`src/rtl/hazard_stall_if.sv`:
```
`default_nettype none
// ============================================================================
// Module   : hazard_stall_if
// Brief    : Pipeline-side signals of the hazard/stall unit, grouped.
// Revision : 1.0
// ============================================================================
interface hazard_stall_if;
    logic [4:0]  id_rs;
    logic [4:0]  id_rt;
    logic        id_uses_rt;
    logic        id_branch;
    logic        id_jump_reg;
    logic        branch_taken;
    logic        id_jump;
    logic        ex_mem_read;
    logic        ex_reg_write;
    logic [4:0]  ex_write_reg;
    logic        mem_mem_read;
    logic [4:0]  mem_write_reg;
    logic        control;
    logic        pc_write;
    logic        ifid_write;
    logic        if_flush;
    logic [15:0] stall_cycles;
    logic [15:0] flush_count;

    modport master (
        output id_rs, id_rt, id_uses_rt, id_branch, id_jump_reg, branch_taken,
               id_jump, ex_mem_read, ex_reg_write, ex_write_reg,
               mem_mem_read, mem_write_reg,
        input  control, pc_write, ifid_write, if_flush, stall_cycles, flush_count
    );

    modport slave (
        input  id_rs, id_rt, id_uses_rt, id_branch, id_jump_reg, branch_taken,
               id_jump, ex_mem_read, ex_reg_write, ex_write_reg,
               mem_mem_read, mem_write_reg,
        output control, pc_write, ifid_write, if_flush, stall_cycles, flush_count
    );
endinterface
`default_nettype wire

```
`src/rtl/hazard_stall_unit.sv`:
```
`default_nettype none
// ============================================================================
// Module   : hazard_stall_unit
// Brief    : Load-use / branch-operand stall and IF flush control with
//            saturating stall and flush performance counters.
// Revision : 1.0
// ============================================================================
module hazard_stall_unit (
    input  wire            clk,
    input  wire            rst_n,
    hazard_stall_if.slave  hz
);
    typedef enum logic [0:0] {
        ST_RUN   = 1'b0,
        ST_STALL = 1'b1
    } state_t;

    localparam logic [15:0] c_CNT_MAX = 16'hFFFF;

    state_t      r_state;
    state_t      w_state_nxt;
    logic [1:0]  r_cnt;
    logic [1:0]  w_cnt_nxt;
    logic [1:0]  w_need;
    logic        w_stall;
    logic        w_redirect;
    logic        w_flush;
    logic        w_ctrl_xfer;
    logic        w_match_ex;
    logic        w_match_ex_cx;
    logic        w_match_mem_cx;
    logic [15:0] r_stall_cycles;
    logic [15:0] r_flush_count;

    // Branch/jr operand matches: jr reads only Rs, so Rt counts for branches only.
    always_comb begin
        w_ctrl_xfer    = hz.id_branch | hz.id_jump_reg;
        w_match_ex     = (hz.ex_write_reg != 5'd0) &&
                         ((hz.ex_write_reg == hz.id_rs) ||
                          (hz.id_uses_rt && (hz.ex_write_reg == hz.id_rt)));
        w_match_ex_cx  = (hz.ex_write_reg != 5'd0) &&
                         ((hz.ex_write_reg == hz.id_rs) ||
                          (hz.id_branch && hz.id_uses_rt && (hz.ex_write_reg == hz.id_rt)));
        w_match_mem_cx = (hz.mem_write_reg != 5'd0) &&
                         ((hz.mem_write_reg == hz.id_rs) ||
                          (hz.id_branch && hz.id_uses_rt && (hz.mem_write_reg == hz.id_rt)));
    end

    always_comb begin
        w_need = 2'd0;
        if (hz.ex_mem_read && w_match_ex)
            w_need = 2'd1;
        if (w_ctrl_xfer && hz.ex_reg_write && !hz.ex_mem_read && w_match_ex)
            w_need = 2'd1;
        if (w_ctrl_xfer && hz.mem_mem_read && w_match_mem_cx)
            w_need = 2'd1;
        if (w_ctrl_xfer && hz.ex_mem_read && w_match_ex_cx)
            w_need = 2'd2;
    end

    always_ff @(posedge clk or negedge rst_n) begin
        if (!rst_n) begin
            r_state <= ST_RUN;
            r_cnt   <= 2'd0;
        end else begin
            r_state <= w_state_nxt;
            r_cnt   <= w_cnt_nxt;
        end
    end

    // Only a two-cycle need leaves RUN; STALL returns to RUN as Cnt reaches 0.
    always_comb begin
        w_state_nxt = r_state;
        w_cnt_nxt   = r_cnt;
        w_stall     = 1'b0;
        case (r_state)
            ST_RUN: begin
                w_stall = (w_need != 2'd0);
                if (w_need == 2'd2) begin
                    w_state_nxt = ST_STALL;
                    w_cnt_nxt   = w_need - 2'd1;
                end
            end
            ST_STALL: begin
                w_stall   = (r_cnt != 2'd0);
                w_cnt_nxt = (r_cnt != 2'd0) ? (r_cnt - 2'd1) : 2'd0;
                if (r_cnt <= 2'd1)
                    w_state_nxt = ST_RUN;
            end
            default: begin
                w_state_nxt = ST_RUN;
                w_cnt_nxt   = 2'd0;
            end
        endcase
    end

    always_comb begin
        w_redirect = (hz.id_branch & hz.branch_taken) | hz.id_jump | hz.id_jump_reg;
        w_flush    = rst_n & ~w_stall & w_redirect;
    end

    assign hz.control      = rst_n & ~w_stall;
    assign hz.pc_write     = rst_n & ~w_stall;
    assign hz.ifid_write   = rst_n & ~w_stall;
    assign hz.if_flush     = w_flush;
    assign hz.stall_cycles = r_stall_cycles;
    assign hz.flush_count  = r_flush_count;

    always_ff @(posedge clk or negedge rst_n) begin
        if (!rst_n) begin
            r_stall_cycles <= 16'd0;
            r_flush_count  <= 16'd0;
        end else begin
            if (w_stall && (r_stall_cycles != c_CNT_MAX))
                r_stall_cycles <= r_stall_cycles + 16'd1;
            if (w_flush && (r_flush_count != c_CNT_MAX))
                r_flush_count <= r_flush_count + 16'd1;
        end
    end
endmodule
`default_nettype wire

```
`src/flat_wrapper.sv`:
```
// flat-port wrapper written by rule: the top's interface ports become plain ports
module hazard_stall_unit_flat 
  (clk, rst_n, hz_id_rs, hz_id_rt, hz_id_uses_rt, hz_id_branch, hz_id_jump_reg, hz_branch_taken, hz_id_jump, hz_ex_mem_read, hz_ex_reg_write, hz_ex_write_reg, hz_mem_mem_read, hz_mem_write_reg, hz_control, hz_pc_write, hz_ifid_write, hz_if_flush, hz_stall_cycles, hz_flush_count);
  hazard_stall_if hz_i ();
  input  wire clk;
  input  wire rst_n;
  input wire logic [$bits(hz_i.id_rs)-1:0] hz_id_rs;
  input wire logic [$bits(hz_i.id_rt)-1:0] hz_id_rt;
  input wire logic [$bits(hz_i.id_uses_rt)-1:0] hz_id_uses_rt;
  input wire logic [$bits(hz_i.id_branch)-1:0] hz_id_branch;
  input wire logic [$bits(hz_i.id_jump_reg)-1:0] hz_id_jump_reg;
  input wire logic [$bits(hz_i.branch_taken)-1:0] hz_branch_taken;
  input wire logic [$bits(hz_i.id_jump)-1:0] hz_id_jump;
  input wire logic [$bits(hz_i.ex_mem_read)-1:0] hz_ex_mem_read;
  input wire logic [$bits(hz_i.ex_reg_write)-1:0] hz_ex_reg_write;
  input wire logic [$bits(hz_i.ex_write_reg)-1:0] hz_ex_write_reg;
  input wire logic [$bits(hz_i.mem_mem_read)-1:0] hz_mem_mem_read;
  input wire logic [$bits(hz_i.mem_write_reg)-1:0] hz_mem_write_reg;
  output wire logic [$bits(hz_i.control)-1:0] hz_control;
  output wire logic [$bits(hz_i.pc_write)-1:0] hz_pc_write;
  output wire logic [$bits(hz_i.ifid_write)-1:0] hz_ifid_write;
  output wire logic [$bits(hz_i.if_flush)-1:0] hz_if_flush;
  output wire logic [$bits(hz_i.stall_cycles)-1:0] hz_stall_cycles;
  output wire logic [$bits(hz_i.flush_count)-1:0] hz_flush_count;
  assign hz_i.id_rs = hz_id_rs;
  assign hz_i.id_rt = hz_id_rt;
  assign hz_i.id_uses_rt = hz_id_uses_rt;
  assign hz_i.id_branch = hz_id_branch;
  assign hz_i.id_jump_reg = hz_id_jump_reg;
  assign hz_i.branch_taken = hz_branch_taken;
  assign hz_i.id_jump = hz_id_jump;
  assign hz_i.ex_mem_read = hz_ex_mem_read;
  assign hz_i.ex_reg_write = hz_ex_reg_write;
  assign hz_i.ex_write_reg = hz_ex_write_reg;
  assign hz_i.mem_mem_read = hz_mem_mem_read;
  assign hz_i.mem_write_reg = hz_mem_write_reg;
  assign hz_control = hz_i.control;
  assign hz_pc_write = hz_i.pc_write;
  assign hz_ifid_write = hz_i.ifid_write;
  assign hz_if_flush = hz_i.if_flush;
  assign hz_stall_cycles = hz_i.stall_cycles;
  assign hz_flush_count = hz_i.flush_count;
  hazard_stall_unit u_core (.clk(clk), .rst_n(rst_n), .hz(hz_i));
endmodule
```
`config.mk`:
```
export PLATFORM = sky130hd
export DESIGN_NAME = hazard_stall_unit_flat
export DESIGN_NICKNAME = d
export VERILOG_FILES = /design/src/rtl/hazard_stall_if.sv /design/src/rtl/hazard_stall_unit.sv /design/src/flat_wrapper.sv
export SDC_FILE = /design/constraint.sdc
export NUM_CORES = 1
export LEC_CHECK = 0
export ABC_AREA = 1
export BUFFER_PORTS_ARGS = -buffer_cell sky130_fd_sc_hd__buf_2
export CORE_ASPECT_RATIO = 1.5
export CORE_MARGIN = 2
export CORE_UTILIZATION = 31
export CTS_CLUSTER_DIAMETER = 100
export DETAILED_ROUTE_END_ITERATION = 8
export PLACE_DENSITY_LB_ADDON = 0.2
export RECOVER_POWER = 25
export SLEW_MARGIN = 25
export SYNTH_ARGS = -nofsm -noshare
export SYNTH_HDL_FRONTEND = slang
export SYNTH_SLANG_ARGS = --single-unit
```
`constraint.sdc`:
```
create_clock -name clk -period 1.6 [get_ports clk]
set_input_delay 0.24 -clock clk [delete_from_list [all_inputs] [get_ports clk]]
set_output_delay 0.24 -clock clk [all_outputs]
set_load 0.02 [all_outputs]
```
==> metrics.csv, run 1 <==
metric;value;unit
status;complete, but fails checks;
violations;negative setup slack;
clkTransAtPathRegs;0.05;ns
crit_chain;inv_2 > nand2_2 > or2_4 > a21oi_4 > buf_6;
fmax;600;MHz
maxCapViolCount;0;
max_stage_delay;0.36;ns
cp.required;1.36;ns
rows;40;
grt_pass1_wl;12300;µm
cts.sinks;35;
final_core_util;0.472;
critPathArrivalTime;1.43;ns
p_int;2.57;mW
coreArea;0.00801;mm²
setup_viol;7;
drc_errors;0;
skew;0.00286;ns
die_area;0.00903;mm²
rsz0062_at_grt;true;
rr_endpoint;u_core.hz.stall_cycles[7];
grt_max_degree;26;
min_period_over_period;1.04;
wl_per_cell;13.0;µm
drt_pre_antenna_iters;5;
p_total;4.18;mW
insertion_delay;0.28;ns
period_minus_slack;1.67;ns
fp.dieW;78.3;µm
h-tree-depth;2;
grt_use_total;0.171;
pwr-share-clk;0.224;
power.switching;1.61;mW
start_kind;flop;
initial_utilization;0.320;
slew_viol_final;0;
io_buffers;65;
reg2reg_from;u_core.hz.stall_cycles[1];
synthCells;355;
syn_area;0.00256;mm²
switching_share;0.386;
cts_root_buf;clkbuf_16;
setup_slack;-0.0659;ns
maxSlewHeadroom;0.559;
synth.net_count;387;
place.gp.congestion;0.834;
postSynthAreaPerCell;7.23;µm²
leakage;2.00;nW
yosysSeqAreaShare;0.341;
vdd_drop_max;1060;µV
nets;516;
synth.distinct_cells;36;
synth_edf_count;0;
powerDensity;1100;mW/mm²
crit_slowest_cell;dfrtp_1;
path_max_fanout;5;
cts_buffers;5;
ys_warn_count;0;
ys_seq_elements;35;
comb_power_share;0.492;
place.detailed.hpwl;5650;µm
area_delta_synth_final;47.4;%
finalSetupTns;-0.278;ns
crit_family;flip-flops;
ios;66;
cts_tree;done;
drt-total-wl;7700;µm
layout.cells.non_filler;590;
antenna_cells;0;
path_buf_inv;2;
vias;2808;
fill_cells;830;
drt_iter0_drc;97;
placedCellCount;561;
r2r_cells;10;
grt_pass1_vias;2743;
cts_buffer_depth;2;
crit_type;reg -> out;
viasPerCell;4.76;
synth_flop_cell;dfrtp_1;
seq_power_share;0.284;
reg2reg_slack;-0.03;ns
die_height;115;µm
antenna_found_initial;0;
grt_overflow_total;0;
hp-class;in -> async;
drive_gt1_frac;0.408;
drt.antenna.violating_nets;0;
finalHoldViolations;0;
worst_pin_slew;0.661;ns
critPathCaptureType;output pin;
async_flop_share;1.00;
==> flip-flops by register name, indices dropped and copies added, names as in the netlist <==
name                    cells
u_core.r_cnt                2
u_core.hz.stall_cycles     16
u_core.hz.flush_count      16
u_core.r_state              1
==> repair_timing <==
| item | in CTS | in global routing |
|---|---|---|
| hold endpoints to repair | 2 | 0 |
| hold buffers | 1 | 0 |
| gates resized for setup | 20 | 32 |
| setup endpoints to repair | 18 | 36 |
| pin swaps | 8 | 12 |
| gates cloned | 1 | 1 |
| setup buffers | 10 | 8 |
==> cell type report <==
class,count,area (µm²),area share
repair inverters,1,8.76,0.00232
well taps,105,131,0.0347
flip-flops and latches,35,883,0.234
clock buffers,8,136,0.0361
repair buffers,129,850,0.225
inverters,42,165,0.0437
multi-input cells,270,1610,0.425
==> cells in the mapped netlist, types with 5 or more instances <==
cell / number / area, µm²
inv_1: 37 / 139
o21ai_1: 5 / 25.0
nor4_1: 7 / 43.8
nand4_1: 24 / 150
nand2_2: 5 / 31.3
nand2_1: 124 / 465
nor2_1: 23 / 86.3
xor2_1: 14 / 123
nand3_1: 14 / 70.1
xnor2_1: 16 / 140
dfrtp_1: 35 / 876
==> per-stage QoR <==
step	setup slack [ns]	instance area [µm²]	hold slack, ns
finish	-0.0659	3780	0.109
detailed placement	-0.156	3320	0.0989
global placement	-0.141	3320	0.0954
CTS	-0.0796	3620	0.0216
floorplan	-0.105	2590	-0.0556
global route	-0.130	3780	0.152
==> logic make-up (layout without fill, tap and decap cells) <==
family,count (synthesis),after routing,synth area share
AND/OR/NAND/NOR,218,219,0.405
flip-flops,35,35,0.341
buffers and inverters,51,180,0.0902
XOR/XNOR,30,30,0.102
adder cells (fa/ha/maj),2,2,0.00975
AO/OA/AOI/OAI,19,19,0.0507
==> worst max path at each step <==
stage	startpoint	to	cells after the start	slack [ns]
floorplan	u_core.hz.stall_cycles[0]	u_core.hz.stall_cycles[3]	11	-0.10
global placement	hz_ex_write_reg[0]	u_core.hz.stall_cycles[12]	12	-0.14
detailed placement	hz_ex_write_reg[1]	u_core.hz.stall_cycles[12]	12	-0.16
CTS	u_core.r_cnt[1]	hz_control	5	-0.08
global route	u_core.r_cnt[1]	hz_ifid_write	5	-0.13
finish	u_core.r_cnt[1]	hz_control	5	-0.07
==> cell usage in the layout, fill, tap and decap left out, types with 4 or more instances in the layout <==
cell type    n
xnor2_1     15
buf_6       10
dfrtp_2      6
nand4_1     24
buf_2       61
xor2_1      14
nor2_2       4
o21ai_1      5
dfrtp_1     29
clkbuf_16    5
nor4_1       6
nand3_2      5
nand3_1     11
nand2_1    110
inv_1       34
nand2_2     19
nor2_1      20
clkbuf_1     4
inv_2        7
buf_4       55
==> power groups by stage <==
stage	Clock, mW	Combinational, mW	Sequential, mW
finish	0.934	2.06	1.19
floorplan	0	0.817	1.36
global placement	0	1.58	1.18
CTS	0.968	1.86	1.18
detailed placement	0	1.59	1.18
global route	1.00	2.24	1.21
==> metal layers <==
metal | vias to the layer above | wire [µm] | global-route usage | part of all wire
met5 | - | 0 | 0 | 0
met4 | 0 | 166 | 0.0830 | 0.022
met3 | 11 | 333 | 0.0267 | 0.043
met2 | 68 | 4130 | 0.321 | 0.54
met1 | 1316 | 3070 | 0.185 | 0.40
li1 | 1413 | - | - | -
No activity file was read; power rests on OpenSTA's default activity.
==> run 2: changes to the inputs <==
--- a/config.mk
+++ b/config.mk
@@ -6,12 +6,12 @@
 export NUM_CORES = 1
 export LEC_CHECK = 0
 export ABC_AREA = 1
-export BUFFER_PORTS_ARGS = -buffer_cell sky130_fd_sc_hd__buf_2
 export CORE_ASPECT_RATIO = 1.5
 export CORE_MARGIN = 2
 export CORE_UTILIZATION = 31
 export CTS_CLUSTER_DIAMETER = 100
 export DETAILED_ROUTE_END_ITERATION = 8
+export DONT_BUFFER_PORTS = 1
 export PLACE_DENSITY_LB_ADDON = 0.2
 export RECOVER_POWER = 25
 export SLEW_MARGIN = 25
==> run 2 against run 1 <==
The run still ends with negative setup slack left. Count of clock-buffer cells in the layout shrank 1. Largest power group unchanged. Clock skew grew 0.0020 ns. Cell count is 11% lower. Critical endpoint is now hz_pc_write.
==> metrics.csv, run 2 (synthesized netlist as in run 1, its figures left out) <==
metric;value;unit;change
layout_common_cells;nand2_1 (119), buf_4 (58), inv_1 (36);;
maxSlewHeadroom;0.376;;-0.184
grt_pass1_vias;2592;;-5.5%
drt-total-wl;7180;µm;-6.7%
fmax;621;MHz;+3.4%
period_minus_slack;1.61;ns;-0.0548 ns
fp.dieW;78.3;µm;unchanged
path_buf_inv;2;;unchanged
grt_pass1_wl;11600;µm;-5.6%
viasPerCell;4.80;;+0.80%
cts_buffer_depth;2;;unchanged
maxCapViolCount;0;;unchanged
path_max_fanout;5;;unchanged
io_buffers;0;;-100%
coreArea;0.00801;mm²;unchanged
worst_pin_slew;0.937;ns;+0.275 ns
violations;negative setup slack;;
crit_slowest_cell;dfrtp_1;;
crit_type;reg -> out;;
antenna_found_initial;0;;unchanged
die_height;115;µm;unchanged
vias;2533;;-9.8%
max_stage_delay;0.37;ns;about the same
critPathCaptureType;output pin;;
hp-class;in -> reg;;
whs_endpoint;u_core.hz.flush_count[12];;
critPathArrivalTime;1.37;ns;-0.06 ns
cp.required;1.36;ns;about the same
powerDensity;1160;mW/mm²;+4.6%
cts_tree;done;;
leakage;1.79;nW;-10%
cts_root_buf;clkbuf_16;;
antenna_cells;0;;unchanged
startpoint;u_core.r_cnt[1];;
setup_viol;3;;-4
finalSetupTns;-0.0323;ns;+0.245 ns
drt.antenna.violating_nets;0;;unchanged
initial_utilization;0.320;;unchanged
wl_per_cell;13.6;µm;+4.2%
skew;0.00483;ns;+0.00197 ns
start_kind;flop;;
rsz0062_at_grt;true;;
rr_endpoint;u_core.hz.stall_cycles[3];;
cts_buffers;5;;unchanged
place.gp.congestion;0.803;;-3.6%
ios;66;;unchanged
place.detailed.hpwl;5210;µm;-7.8%
crit_family;flip-flops;;
drc_errors;0;;unchanged
grt_max_degree;36;;+38%
drive_gt1_frac;0.296;;-0.113
insertion_delay;0.28;ns;about the same
drt_iter0_drc;62;;-36%
setup_slack;-0.0111;ns;+0.0548 ns
cts.sinks;35;;unchanged
finalHoldViolations;0;;unchanged
min_period_over_period;1.01;;-0.0343
min_delay_path_depth;3;;
vdd_drop_max;671;µV;-37%
fill_cells;837;;+0.84%
reg2reg_from;u_core.hz.stall_cycles[0];;
crit_chain;inv_2 > nand2_2 > or2_4 > a21oi_4 > buf_12;;
nets;454;;-12%
final_core_util;0.438;;-0.0341
die_area;0.00903;mm²;unchanged
min-delay-start;rst_n;;
final_common_cell;nand2_1;;
clkTransAtPathRegs;0.06;ns;about the same
grt_use_total;0.162;;-0.00901
h-tree-depth;2;;unchanged
status;complete, but fails checks;;
grt_overflow_total;0;;unchanged
r2r_cells;10;;unchanged
area_delta_synth_final;36.8;%;
rows;40;;unchanged
drt_pre_antenna_iters;4;;-1
slew_viol_final;0;;unchanged
reg2reg_slack;0.01;ns;+0.04 ns
-- run 2: layer usage --
metal	wire (µm)	vias up	track usage	share of wire
li1	-	1277	-	-
met1	2820	1165	0.174	0.39
met2	3780	81	0.303	0.53
met3	426	10	0.0369	0.059
met4	151	0	0.0667	0.021
met5	0	-	0	0
-- run 2: worst max path at each step --
| stage | to | slack, ns | cells past startpoint |
|---|---|---|---|
| final | hz_pc_write | -0.01 | 5 |
| after global routing | u_core.hz.stall_cycles[12] | -0.07 | 10 |
| after CTS | hz_pc_write | -0.02 | 5 |
| after detailed placement | u_core.hz.stall_cycles[7] | -0.009 | 10 |
| after global placement | u_core.hz.stall_cycles[7] | 0.01 | 10 |
| after floorplan | u_core.hz.stall_cycles[3] | -0.10 | 11 |
-- run 2: per-stage QoR --
step	instances	hold slack [ns]	worst slack (ns)	cell area [µm²]	power, mW
after floorplan	355	-0.0556	-0.105	2590	2.18
after global placement	501	-0.0547	0.0135	3040	2.61
after detailed placement	501	-0.0545	-0.00919	3040	2.63
after CTS	521	0.150	-0.0224	3380	3.94
after global routing	528	0.178	-0.0717	3510	4.28
final	528	0.158	-0.0111	3510	4.05
-- run 2: report_power, final --
part | internal, mW | leakage, nW | switching, mW | total [mW]
clock | 0.617 | 0.0739 | 0.372 | 0.989
sequential | 1.04 | 0.466 | 0.131 | 1.17
combinational | 0.899 | 1.25 | 0.997 | 1.90
-- run 2: repair_timing --
action | in CTS | in global routing
pin swaps | 6 | 10
hold buffers | 2 | 0
hold endpoints to repair | 35 | 0
gates cloned | 2 | 0
buffers inserted | 8 | 7
setup endpoints to repair | 8 | 32
gates resized for setup | 10 | 22
-- run 2: layout make-up --
cell class | instances | area (µm²) | share of cell area
multi-input combinational | 269 | 1580 | 0.450
sequential | 35 | 883 | 0.252
timing repair buffer | 69 | 603 | 0.172
inverter | 42 | 165 | 0.0471
clock buffer | 7 | 143 | 0.0407
tap | 105 | 131 | 0.0374
clock inverter | 1 | 5.00 | 0.00143
-- run 2: tightest hold or removal path, stage by stage --
cell and delay, ns:
nand4_1 0.06, nand2_1 0.05, nand2_1 0.05
==> run 3: changes to the inputs <==
--- a/config.mk
+++ b/config.mk
@@ -6,8 +6,9 @@
 export NUM_CORES = 1
 export LEC_CHECK = 0
 export ABC_AREA = 1
+export CELL_PAD_IN_SITES_DETAIL_PLACEMENT = 2
+export CELL_PAD_IN_SITES_GLOBAL_PLACEMENT = 2
 export CORE_ASPECT_RATIO = 1.5
-export CORE_MARGIN = 2
 export CORE_UTILIZATION = 31
 export CTS_CLUSTER_DIAMETER = 100
 export DETAILED_ROUTE_END_ITERATION = 8
==> run 3 against run 2 <==
The run still ends with negative setup slack left. Maximum frequency down 4.7%. Die area down 4.2%. Sequential power up 7%. Largest cell class unchanged. Largest power group unchanged.
==> metrics.csv, run 3 (synthesized netlist as in run 1, its figures left out) <==
metric;value;unit;change
grt_max_degree;36;;unchanged
die_height;113;µm;-1.7%
p_total;4.54;mW;+12%
antenna_found_initial;0;;unchanged
period_minus_slack;1.69;ns;+0.0803 ns
ios;66;;unchanged
cts_buffers;5;;unchanged
maxSlewHeadroom;0.347;;-0.0289
min-delay-start;rst_n;;
setup_viol;11;;+8
startpoint;u_core.hz.flush_count[4];;
rows;40;;unchanged
min_period_over_period;1.06;;+0.0502
grt_pass1_vias;3242;;+25%
antenna_cells;0;;unchanged
fmax;591;MHz;-4.7%
vias;2856;;+13%
crit_type;reg -> reg;;
coreArea;0.00801;mm²;unchanged
io_buffers;0;;unchanged
cts_root_buf;clkbuf_16;;
slew_viol_final;0;;unchanged
drc_errors;0;;unchanged
seq_area;886;µm²;+0.28%
hp-class;in -> reg;;
clkTransAtPathRegs;0.06;ns;about the same
grt_use_total;0.256;;+0.0944
h-tree-depth;2;;unchanged
placedCellCount;508;;+1.4%
grt_overflow_total;0;;unchanged
final_common_cell;nand2_1;;
place.detailed.hpwl;6930;µm;+33%
layout_common_cells;nand2_1 (110), buf_4 (69), inv_1 (32);;
drt_pre_antenna_iters;6;;+2
worst_pin_slew;0.980;ns;+0.0434 ns
cts.sinks;35;;unchanged
critPathArrivalTime;1.86;ns;+0.49 ns
max_stage_delay;0.45;ns;+0.08 ns
skew;0.00529;ns;+0.000465 ns
viasPerCell;5.25;;+9.4%
drt-total-wl;11700;µm;+63%
whs;0.289;ns;+0.131 ns
critPathCaptureType;flop;;
crit_chain;nand2_2 > nor2_4 > nand2_4 > inv_2 > nand4_1 > nor3_2 > nand4_1 > nand2_1 > nand2_1;;
insertion_delay;0.29;ns;about the same
setup_slack;-0.0914;ns;-0.0803 ns
area_delta_synth_final;48.7;%;
layout.cells.non_filler;544;;+3.0%
cp.required;1.77;ns;+0.41 ns
rsz0062_at_grt;true;;
vdd_drop_max;734;µV;+9.3%
powerDensity;1190;mW/mm²;+3.0%
crit_slowest_cell;dfrtp_1;;
path_max_fanout;4;;-1
status;complete, but fails checks;;
nets;470;;+3.5%
place.gp.congestion;0.828;;+3.0%
drive_gt1_frac;0.390;;+0.0940
drt.antenna.violating_nets;0;;unchanged
multiInputGateArea;0.00173;mm²;+9.8%
reg2reg_from;u_core.hz.flush_count[4];;
cts_tree;done;;
finalSetupTns;-0.516;ns;-0.483 ns
cts_buffer_depth;2;;unchanged
violations;negative setup slack;;
maxCapViolCount;0;;unchanged
start_kind;flop;;
die_area;0.00865;mm²;-4.2%
leakage;1.94;nW;+8.5%
grt_pass1_wl;16800;µm;+45%
initial_utilization;0.320;;unchanged
fill_cells;899;;+7.4%
drt_iter0_drc;93;;+50%
fp.dieW;76.3;µm;-2.6%
wl_per_cell;21.6;µm;+59%
finalHoldViolations;0;;unchanged
run 3: critical path, delay by kind of cell, from the launching register on:
kind	cells	cell delay (ns)
simple gates	8	1.05
flops	1	0.45
buf+inv	1	0.07
run 3: power breakdown:
group | switching, mW | internal [mW] | total [mW]
Sequential | 0.207 | 1.04 | 1.25
Combinational | 1.27 | 1.01 | 2.29
Clock | 0.390 | 0.618 | 1.01
run 3: repair_timing:
action	in CTS	in global routing
setup endpoints to repair	18	36
buffers inserted	9	15
pin swaps	6	31
hold buffers	2	0
hold endpoints to repair	35	0
gates resized for setup	22	58
gates cloned	2	0
run 3: layout make-up:
type                            count  share of cell area
Timing Repair Buffer               85               0.197
Clock inverter                      1             0.00131
Tap cell                          105              0.0344
Multi-Input combinational cell    269               0.454
Inverter                           42              0.0433
Clock buffer                        7              0.0374
Sequential cell                    35               0.232
run 3: path summary, 6_finish.rpt:
check	cells past startpoint	endpoint	slack [ns]
worst min register to register	1	u_core.r_cnt[0]	0.61
worst max-delay path	9	u_core.hz.flush_count[12]	-0.09
worst max register to register	9	u_core.hz.flush_count[12]	-0.09
max in group asynchronous	2	u_core.hz.flush_count[1]	0.27
worst min-delay path	3	u_core.hz.flush_count[12]	0.29
min in group asynchronous	2	u_core.hz.stall_cycles[9]	0.64
run 3: metal layers:
metal  GRT usage  share of wire  vias to the layer above
li1            -              -                     1309
met1       0.230           0.33                     1429
met2       0.525           0.58                       85
met3      0.0520          0.044                       33
met4       0.135          0.041                        0
met5           0              0                        -
run 3: metrics by stage:
stage	area, µm²	setup slack [ns]	utilization
2_1_floorplan	2590	-0.105	-
6_report	3810	-0.0914	0.476
3_5_place_dp	3110	-0.0635	0.388
4_1_cts	3490	-0.0235	0.435
3_3_place_gp	3110	-0.0500	0.388
5_1_grt	3810	-0.164	0.476
